`config.mk`:
```
export PLATFORM = sky130hd
export DESIGN_NAME = rename_retire_ctrl
export DESIGN_NICKNAME = d
export VERILOG_FILES = /design/src/rtl/rename_retire_ctrl.sv
export SDC_FILE = /design/constraint.sdc
export NUM_CORES = 1
export LEC_CHECK = 0
export CAP_MARGIN = 5
export CORE_MARGIN = 4
export CORE_UTILIZATION = 60
export DETAILED_ROUTE_END_ITERATION = 7
export GPL_TIMING_DRIVEN = 0
export PLACE_DENSITY = 0.78
export SYNTH_ARGS = -nofsm -noshare
export SYNTH_HDL_FRONTEND = slang
export SYNTH_SLANG_ARGS = --single-unit
```
`constraint.sdc`:
```
create_clock -name clk -period 7.27 [get_ports clk]
set_input_delay 1.454 -clock clk [delete_from_list [all_inputs] [get_ports clk]]
set_output_delay 1.454 -clock clk [all_outputs]
set_load 0.1 [all_outputs]
```
`src/rtl/rename_retire_ctrl.sv`:
```
// Active-list sequencer for register renaming: in-order commit to the free list and
// backward mispredict walk restoring the RMT. Optional perf counters: RENAME_RETIRE_PERF_EN.
module rename_retire_ctrl #(
   parameter  int NUM_ARCH_REGS = 32,
   parameter  int NUM_PHYS_REGS = 64,
   parameter  int AL_DEPTH      = 32,
   localparam int ARCH_W        = $clog2(NUM_ARCH_REGS),
   localparam int PHYS_W        = $clog2(NUM_PHYS_REGS),
   localparam int IDX_W         = $clog2(AL_DEPTH)
) (
   input  logic              clk,
   input  logic              rst_n,
   input  logic              alloc_valid,
   input  logic [ARCH_W-1:0] alloc_arch,
   input  logic [PHYS_W-1:0] alloc_new_phys,
   input  logic [PHYS_W-1:0] alloc_old_phys,
   output logic              alloc_ready,
   output logic [IDX_W-1:0]  alloc_idx,
   input  logic              done_valid,
   input  logic [IDX_W-1:0]  done_idx,
   input  logic              flush_valid,
   input  logic [IDX_W-1:0]  flush_idx,
   output logic              fl_push_valid,
   output logic [PHYS_W-1:0] fl_push_phys,
   output logic              rmt_wr_en,
   output logic [ARCH_W-1:0] rmt_wr_arch,
   output logic [PHYS_W-1:0] rmt_wr_phys,
   output logic              commit_valid,
   output logic [ARCH_W-1:0] commit_arch,
   output logic [PHYS_W-1:0] commit_phys,
   output logic              recovering,
`ifdef RENAME_RETIRE_PERF_EN
   output logic [31:0]       perf_commits,
   output logic [31:0]       perf_squashed,
   output logic [31:0]       perf_walk_cycles,
`endif
   output logic [IDX_W:0]    al_count
);

   typedef enum logic {ST_RUN, ST_WALK} state_e;

   localparam logic [IDX_W-1:0] IDX_ONE  = IDX_W'(1);
   localparam logic [IDX_W:0]   FULL_CNT = (IDX_W+1)'(AL_DEPTH);

   state_e               state_q, state_d;
   logic [IDX_W-1:0]     head_q, head_d, tail_q, tail_d, target_q, target_d;
   logic [IDX_W:0]       count_q, count_d;
   logic [AL_DEPTH-1:0]  valid_q, valid_d, done_q, done_d;

   logic [ARCH_W-1:0]    arch_mem [AL_DEPTH];
   logic [PHYS_W-1:0]    new_mem  [AL_DEPTH];
   logic [PHYS_W-1:0]    old_mem  [AL_DEPTH];

   logic                 alloc_fire, commit_fire, walk_pop, adopt;
   logic [IDX_W-1:0]     walk_idx, tgt_eff, flush_age, target_age;

   // Handshake: an allocation transfers on a clock edge where alloc_valid && alloc_ready;
   // alloc_ready never depends on alloc_valid, and the other inputs are single-cycle strobes.
   always_comb begin
      state_d       = state_q;
      head_d        = head_q;
      tail_d        = tail_q;
      target_d      = target_q;
      count_d       = count_q;
      valid_d       = valid_q;
      done_d        = done_q;
      fl_push_valid = 1'b0;
      fl_push_phys  = '0;
      rmt_wr_en     = 1'b0;
      rmt_wr_arch   = '0;
      rmt_wr_phys   = '0;
      commit_valid  = 1'b0;
      commit_arch   = '0;
      commit_phys   = '0;

      walk_idx    = tail_q - IDX_ONE;
      flush_age   = flush_idx - head_q;
      target_age  = target_q - head_q;
      alloc_ready = (state_q == ST_RUN) && (count_q < FULL_CNT) && !flush_valid;
      alloc_fire  = alloc_valid && alloc_ready;
      commit_fire = (state_q == ST_RUN) && valid_q[head_q] && done_q[head_q];
      walk_pop    = (state_q == ST_WALK) && (count_q != '0);
      adopt       = (state_q == ST_WALK) && flush_valid && (flush_age < target_age);
      tgt_eff     = adopt ? flush_idx : target_q;
      recovering  = (state_q == ST_WALK);
      alloc_idx   = tail_q;
      al_count    = count_q;

      if (done_valid && valid_q[done_idx]) done_d[done_idx] = 1'b1;

      if (commit_fire) begin
         fl_push_valid    = 1'b1;
         fl_push_phys     = old_mem[head_q];
         commit_valid     = 1'b1;
         commit_arch      = arch_mem[head_q];
         commit_phys      = new_mem[head_q];
         valid_d[head_q]  = 1'b0;
         head_d           = head_q + IDX_ONE;
      end

      case (state_q)
         ST_RUN: begin
            if (flush_valid && (tail_q != flush_idx + IDX_ONE)) begin
               state_d  = ST_WALK;
               target_d = flush_idx;
            end
         end
         ST_WALK: begin
            target_d = tgt_eff;
            if (walk_pop) begin
               rmt_wr_en         = 1'b1;
               rmt_wr_arch       = arch_mem[walk_idx];
               rmt_wr_phys       = old_mem[walk_idx];
               fl_push_valid     = 1'b1;
               fl_push_phys      = new_mem[walk_idx];
               valid_d[walk_idx] = 1'b0;
               tail_d            = walk_idx;
               if (walk_idx == tgt_eff + IDX_ONE) state_d = ST_RUN;
            end else begin
               // Nothing left to squash; never sit in WALK with an empty list.
               state_d = ST_RUN;
            end
         end
         default: state_d = ST_RUN;
      endcase

      if (alloc_fire) begin
         valid_d[tail_q] = 1'b1;
         done_d[tail_q]  = 1'b0;
         tail_d          = tail_q + IDX_ONE;
      end

      // Commit and walk are exclusive by state, so at most one removal per cycle.
      if (alloc_fire && !(commit_fire || walk_pop))      count_d = count_q + 1'b1;
      else if (!alloc_fire && (commit_fire || walk_pop)) count_d = count_q - 1'b1;
   end

   always_ff @(posedge clk or negedge rst_n) begin
      if (!rst_n) begin
         state_q  <= ST_RUN;
         head_q   <= '0;
         tail_q   <= '0;
         target_q <= '0;
         count_q  <= '0;
         valid_q  <= '0;
         done_q   <= '0;
      end else begin
         state_q  <= state_d;
         head_q   <= head_d;
         tail_q   <= tail_d;
         target_q <= target_d;
         count_q  <= count_d;
         valid_q  <= valid_d;
         done_q   <= done_d;
      end
   end

   always_ff @(posedge clk) begin
      if (alloc_fire) begin
         arch_mem[tail_q] <= alloc_arch;
         new_mem[tail_q]  <= alloc_new_phys;
         old_mem[tail_q]  <= alloc_old_phys;
      end
   end

`ifdef RENAME_RETIRE_PERF_EN
   logic [31:0] perf_commits_q, perf_commits_d;
   logic [31:0] perf_squashed_q, perf_squashed_d;
   logic [31:0] perf_walk_cycles_q, perf_walk_cycles_d;

   always_comb begin
      perf_commits_d     = perf_commits_q + {31'd0, commit_fire};
      perf_squashed_d    = perf_squashed_q + {31'd0, walk_pop};
      perf_walk_cycles_d = perf_walk_cycles_q + {31'd0, recovering};
   end

   always_ff @(posedge clk or negedge rst_n) begin
      if (!rst_n) begin
         perf_commits_q     <= '0;
         perf_squashed_q    <= '0;
         perf_walk_cycles_q <= '0;
      end else begin
         perf_commits_q     <= perf_commits_d;
         perf_squashed_q    <= perf_squashed_d;
         perf_walk_cycles_q <= perf_walk_cycles_d;
      end
   end

   assign perf_commits     = perf_commits_q;
   assign perf_squashed    = perf_squashed_q;
   assign perf_walk_cycles = perf_walk_cycles_q;
`endif

endmodule

```
==> flow_summary.ini, run 1 <==
[status]
status = finished, violations left
violations = DRC, setup timing

[die]
io-pin-count = 76
dieWidth_um = 232.8
initial_core_util = 0.6054
chipHeight_um = 232.8
placement_rows = 82
core_area_um2 = 50070
die_area_um2 = 54180

[timing]
worst_slack_ns = -0.06596
slew_headroom = 0.02089
worst_pin_slew_ns = 1.469
finalHoldViolations = 0
fin_skew_ns = 0.04342
finalWorstPathRequiredPeriod_ns = 7.336
rsz0062_at_grt = false
timing.fmax_mhz = 136.3
slew_violations = 0
period_share = 1.009
fin_hold_ws_ns = 0.4949
setup_viol = 3

[worst_setup_path]
r2r_slack_ns = 1.43
cp.required_ns = 5.82
crit_path_start_kind = flip-flop
worst_path_max_delay_cell = clkdlybuf4s50_1
cp_max_fo = 10
cp_slowest_stage_delay_ns = 1.17
critical_path.top_delay_family = buffers and inverters
cp-end-kind = output pin
worstPathArrival_ns = 5.88
worst_path_most_repeated_cell = clkbuf_1
cp_num_buf_inv = 5
timing_worst_setup_path_type = flip-flop to output pin
cp_cell_sequence = clkbuf_1 > inv_1 > ha_1 > xor2_1 > clkbuf_1 > clkdlybuf4s15_1 > nand2_1 > a32oi_1 > and3_1 > clkdlybuf4s50_1

[routing]
drtAntennaViolNets = 0
top_layer = met5
met2_wirelength_um = 45220
via_count = 21060
post-route-drc-count = 50
dr.pass1.iters = 8
drt_iter0_markers = 4521
routed_wirelength_um = 105300
wire_per_inst_um = 39.53
wirelength_met1_um = 32240
wl_met3_um = 17890
vias_per_cell = 7.905

[synthesis]
synth_area_um2 = 30310
yosysSeqAreaShare = 0.6099
synth.area.mux_share = 0.2304
synth_edf_count = 544
synth-main-ff-cell = edfxtp_1
synth_xor_area_frac = 0.01152
synth_top_area_frac = 0.5389
yosys.cell_types.count = 63
synthSimpleGateAreaFrac = 0.05366
async_flop_share = 0.1365
synthTopCellsByArea = edfxtp_1 (54%), mux4_2 (22%), dfrtp_1 (7.1%)
yosys.area.top_type = edfxtp_1
synth_most_common_cell = edfxtp_1
synthTopCellsByCount = edfxtp_1 (544), mux4_2 (298), nand2_1 (144)
synth_top_family_by_area = multiplexers
synthAdderAreaFrac = 0.01313
syn_avg_cell_area_um2 = 16.94
synth-compound-area-share = 0.05779
syn_inst = 1789
synth_fp_nets = 1851
ys_warn_count = 0
ys_ff_latch = 630

[placed_design]
hpwl_um = 65270
gp_congestion = 0.9584
placed_area_um2 = 32430
numPortBuffers = 74

[clock_tree]
cts_tree = yes
numCtsBuffers = 67
clk_pin_slew_worst_paths_ns = 0.06
cts_setup_buffers = 0
clkLatencyLatePin_ns = 0.64
root_buffer = clkbuf_16
clk_path_buf_depth = 3
clock-sinks = 630
h-tree-depth = 3

[layout]
design_area_um2 = 34660
drive_gt1_frac = 0.2605
synthToLayoutAreaGrowth_pct = 14.37
multi_input_area_um2 = 11350
fillers = 3203
area.sequential_um2 = 18490
antennaDiodeCount = 0
fin_nets = 2008

[power_and_ir_drop]
irDropWorstVdd_v = 0.0005097
power_density_nw_per_um2 = 468.3
leakagePower_nw = 11.35

[global_routing]
grt_pass1_wl_um = 147300
grt_usage = 0.3931
antenna_found_initial = 2
grt_overflow = 0
grt_max_degree = 50
grt_pass1_vias = 20920

[worst_hold_path]
hold_path_class = flip-flop to flip-flop

[run]
drv_cap = 0
## final timing paths
kind / from / endpoint / cells past startpoint
setup / recovery: alloc_idx[0] / rmt_wr_arch[3] / 10
hold / removal: done_q[25] / done_q[25] / 2
setup reg to reg: head_q[1] / recovering / 22
hold reg to reg: done_q[25] / done_q[25] / 2
max in group asynchronous: rst_n / done_q[5] / 2
min in group asynchronous: rst_n / target_q[0] / 1
## per-stage QoR
stage	utilization	instances	power [mW]	setup TNS [ns]	setup WS, ns
detailed placement	0.6477	2548	12.39	0	0.6606
floorplan	-	1789	9.863	0	0.5518
global route	0.6923	2664	16.56	0	0.0006284
CTS	0.6916	2663	15.90	0	0.04253
global placement	0.6370	2535	12.24	0	0.6929
finish	0.6923	2664	16.23	-0.1459	-0.06596
## metal layers
layer,vias up,global-route usage
li1,7725,-
met1,10430,0.4745
met2,2279,0.5612
met3,618,0.1816
met4,4,0.2802
met5,-,0.005515
## placed cells by master (no fill, tap or decap), types with 5 or more instances in the layout
cell             count
mux2i_1             17
o221ai_1            25
clkbuf_2             5
xor2_1              11
clkbuf_16           71
mux2_2               9
bufinv_16            8
nor3_1               9
or4_1               18
dfrtp_1             86
buf_1                9
buf_6               10
a21o_1               5
edfxtp_1           544
a22oi_1             11
inv_1               15
o22ai_1             72
ha_1                27
a31oi_1             12
a21oi_1             76
clkinv_1            12
nor2_4              32
buf_16               7
or2_1                8
buf_4               24
nand2_1            144
o21ai_0             41
xnor2_1             27
nand2b_1             5
buf_2               29
nor4_1               6
clkdlybuf4s50_1     69
a32oi_1             10
nor2b_1              7
nor2_1              58
clkbuf_1            62
and3_1              14
mux4_2             298
nand3_1             27
## kinds of logic after synthesis
kind of cell	after synthesis
flops	630
simple gates	351
mux	324
compound gates	274
buf+inv	141
xor+xnor	39
fa+ha+maj	30
## area by class of cell
cell class / count / share of cell area
inverter: 18 / 0.002021
timing repair buffer: 88 / 0.03021
sequential: 630 / 0.5333
multi-input combinational: 1018 / 0.3276
clock buffer: 87 / 0.05356
buffer: 123 / 0.01913
tap: 672 / 0.02426
clock inverter: 28 / 0.009926
## report_power, final
group / switching [mW] / internal [mW] / leakage [nW]
combinational: 5.50 / 2.87 / 4.33
clock: 1.44 / 2.08 / 1.06
sequential: 0.196 / 4.14 / 5.96
## flip-flops by register name, summed over array words and instances, names as in the netlist
register / cells
al_count: 6
alloc_idx: 5
arch_mem: 160
done_q: 32
head_q: 5
new_mem: 192
old_mem: 192
recovering: 1
target_q: 5
valid_q: 32
## what timing repair did
action	in CTS	in global routing
gates cloned	0	0
hold buffers	0	0
setup endpoints to repair	1	8
resized for setup	1	18
## worst reg2reg max path, delay by kind of cell, from the launching register on
kind | cells | cell delay [ns]
xor+xnor | 3 | 0.46
fa+ha+maj | 3 | 0.99
mux | 1 | 0.40
simple gates | 4 | 0.53
flops | 1 | 0.39
compound gates | 4 | 1.08
buf+inv | 7 | 1.89
(Power assumes the default switching activity.)
==> run 2, diff against run 1 <==
--- a/config.mk
+++ b/config.mk
@@ -8,9 +8,11 @@
 export CAP_MARGIN = 5
 export CORE_MARGIN = 4
 export CORE_UTILIZATION = 60
+export CTS_CLUSTER_SIZE = 8
 export DETAILED_ROUTE_END_ITERATION = 7
 export GPL_TIMING_DRIVEN = 0
 export PLACE_DENSITY = 0.78
+export SETUP_SLACK_MARGIN = 0.4
 export SYNTH_ARGS = -nofsm -noshare
 export SYNTH_HDL_FRONTEND = slang
 export SYNTH_SLANG_ARGS = --single-unit
==> run 2 against run 1 <==
Against the previous run: the run ends with DRC left; sequential power about the same; utilization is 0.56 points higher; non-clock buffer count unchanged; first-iteration DRC count fell by 0.91%; register-to-register slack worse by 0.05 ns; critical endpoint is now commit_phys[1].
==> flow_summary.ini, run 2 (synthesis gave the netlist of run 1 again) <==
[status]
violations = DRC
status = finished, violations left

[routing]
via_count = 21280
dr.pass1.iters = 8
post-route-drc-count = 6
routed_wirelength_um = 105900
wirelength_met1_um = 32440
drt_iter0_markers = 4480
vias_per_cell = 7.938
met2_wirelength_um = 46230
wire_per_inst_um = 39.52
wl_met3_um = 18100
top_layer = met5
drtAntennaViolNets = 0

[die]
placement_rows = 82
core_area_um2 = 50070
io-pin-count = 76
dieWidth_um = 232.8
initial_core_util = 0.6054
chipHeight_um = 232.8
die_area_um2 = 54180

[layout]
utilization = 0.6980
layout_common_cells = edfxtp_1 (544), mux4_2 (298), nand2_1 (144), clkbuf_16 (93), dfrtp_1 (86)
design_area_um2 = 34950
final_common_cell = edfxtp_1
final_cell_count_no_fill = 2680
reg_top3 = new_mem x192, old_mem x192, arch_mem x160
fin_nets = 2029
synthToLayoutAreaGrowth_pct = 15.30
drive_gt1_frac = 0.2682

[clock_tree]
h-tree-depth = 3
hold_buffers = 0
root_buffer = clkbuf_16
clock-sinks = 630
cts_tree = yes
clk_pin_slew_worst_paths_ns = 0.05
numCtsBuffers = 88
clk_path_buf_depth = 3
clkLatencyLatePin_ns = 0.65
cts_setup_buffers = 0

[timing]
period_share = 0.9587
slew_headroom = 0.1234
fin_hold_ws_ns = 0.4886
fin_skew_ns = 0.03940
setup_tns_ns = 0
finalWorstPathRequiredPeriod_ns = 6.969
worst_pin_slew_ns = 1.315
rsz0062_at_grt = false
timing.fmax_mhz = 143.5
setup_viol = 0
finalHoldViolations = 0
slew_violations = 0

[placed_design]
hpwl_um = 65270
gp_congestion = 0.9584
numPortBuffers = 74
dp.cells = 2548
placed_area_um2 = 32430

[worst_hold_path]
hold_path_class = flip-flop to flip-flop

[worst_setup_path]
critical_path.top_delay_family = buffers and inverters
timing_worst_setup_path_type = flip-flop to output pin
cp.required_ns = 5.82
cp_max_fo = 10
worstPathArrival_ns = 5.52
worst_path_max_delay_cell = clkdlybuf4s50_1
crit_path_start_kind = flip-flop
cp-end-kind = output pin
cp_cell_sequence = buf_2 > buf_2 > nand3_1 > clkbuf_1 > buf_1 > o22ai_1 > or4_1 > nor2_1 > clkdlybuf4s50_1
worst_path_most_repeated_cell = buf_2
cp_num_buf_inv = 5
cp_slowest_stage_delay_ns = 1.17

[global_routing]
antenna_found_initial = 2
grt_pass1_vias = 21130
grt_max_degree = 50
grt_usage = 0.3945
grt_overflow = 0
grt_pass1_wl_um = 148100

[power_and_ir_drop]
power_density_nw_per_um2 = 471.7
irDropWorstVdd_v = 0.0005145
leakagePower_nw = 11.67

[run]
drv_cap = 0
[run 2: metal layers]
metal | GRT usage | up-vias
li1 | - | 7781
met3 | 0.1761 | 593
met5 | 0.007353 | -
met2 | 0.5680 | 2378
met1 | 0.4821 | 10520
met4 | 0.2677 | 6
[run 2: area by class of cell]
cell class,count,area (um^2)
Tap cell,672,840.8
Clock buffer,127,2455
Multi-Input combinational cell,1018,11350
Fill cell,3143,15120
Buffer,123,683.2
Clock inverter,2,17.52
Sequential cell,630,18490
Antenna cell,2,5.005
Inverter,18,70.07
Timing Repair Buffer,88,1033
[run 2: worst register-to-register path, delay by kind of cell, from the launching register on]
family          cells  cell delay [ns]
xor+xnor            3             0.46
buf+inv             7             1.92
flops               1             0.39
mux                 1             0.40
fa+ha+maj           3             0.99
compound gates      4             1.09
simple gates        4             0.52
[run 2: worst paths after layout]
check | start | end | slack (ns) | cells past startpoint
min in group asynchronous | rst_n | target_q[0] | 0.82 | 1
max in group asynchronous | rst_n | done_q[4] | 5.78 | 2
worst min register to register | done_q[25] | done_q[25] | 0.49 | 2
worst min-delay path | done_q[25] | done_q[25] | 0.49 | 2
worst max register to register | head_q[1] | recovering | 1.38 | 22
worst max-delay path | head_q[4] | commit_phys[1] | 0.30 | 9
[run 2: where the power goes]
part,leakage [nW],switching (mW),internal (mW)
combinational,4.52,5.53,2.80
clock,1.20,1.51,2.29
sequential,5.96,0.195,4.15
[run 2: through the flow]
step | setup WS [ns] | total power [mW]
3_5_place_dp | 0.6606 | 12.39
5_1_grt | 0.4270 | 16.79
6_report | 0.3006 | 16.49
4_1_cts | 0.4065 | 16.14
3_3_place_gp | 0.6929 | 12.24
2_1_floorplan | 0.5518 | 9.863
[run 2: what timing repair did]
item	CTS	global route
resized for setup	21	42
endpoints found under the setup margin	16	21
endpoints found under the hold margin	0	0
pin swaps	0	0
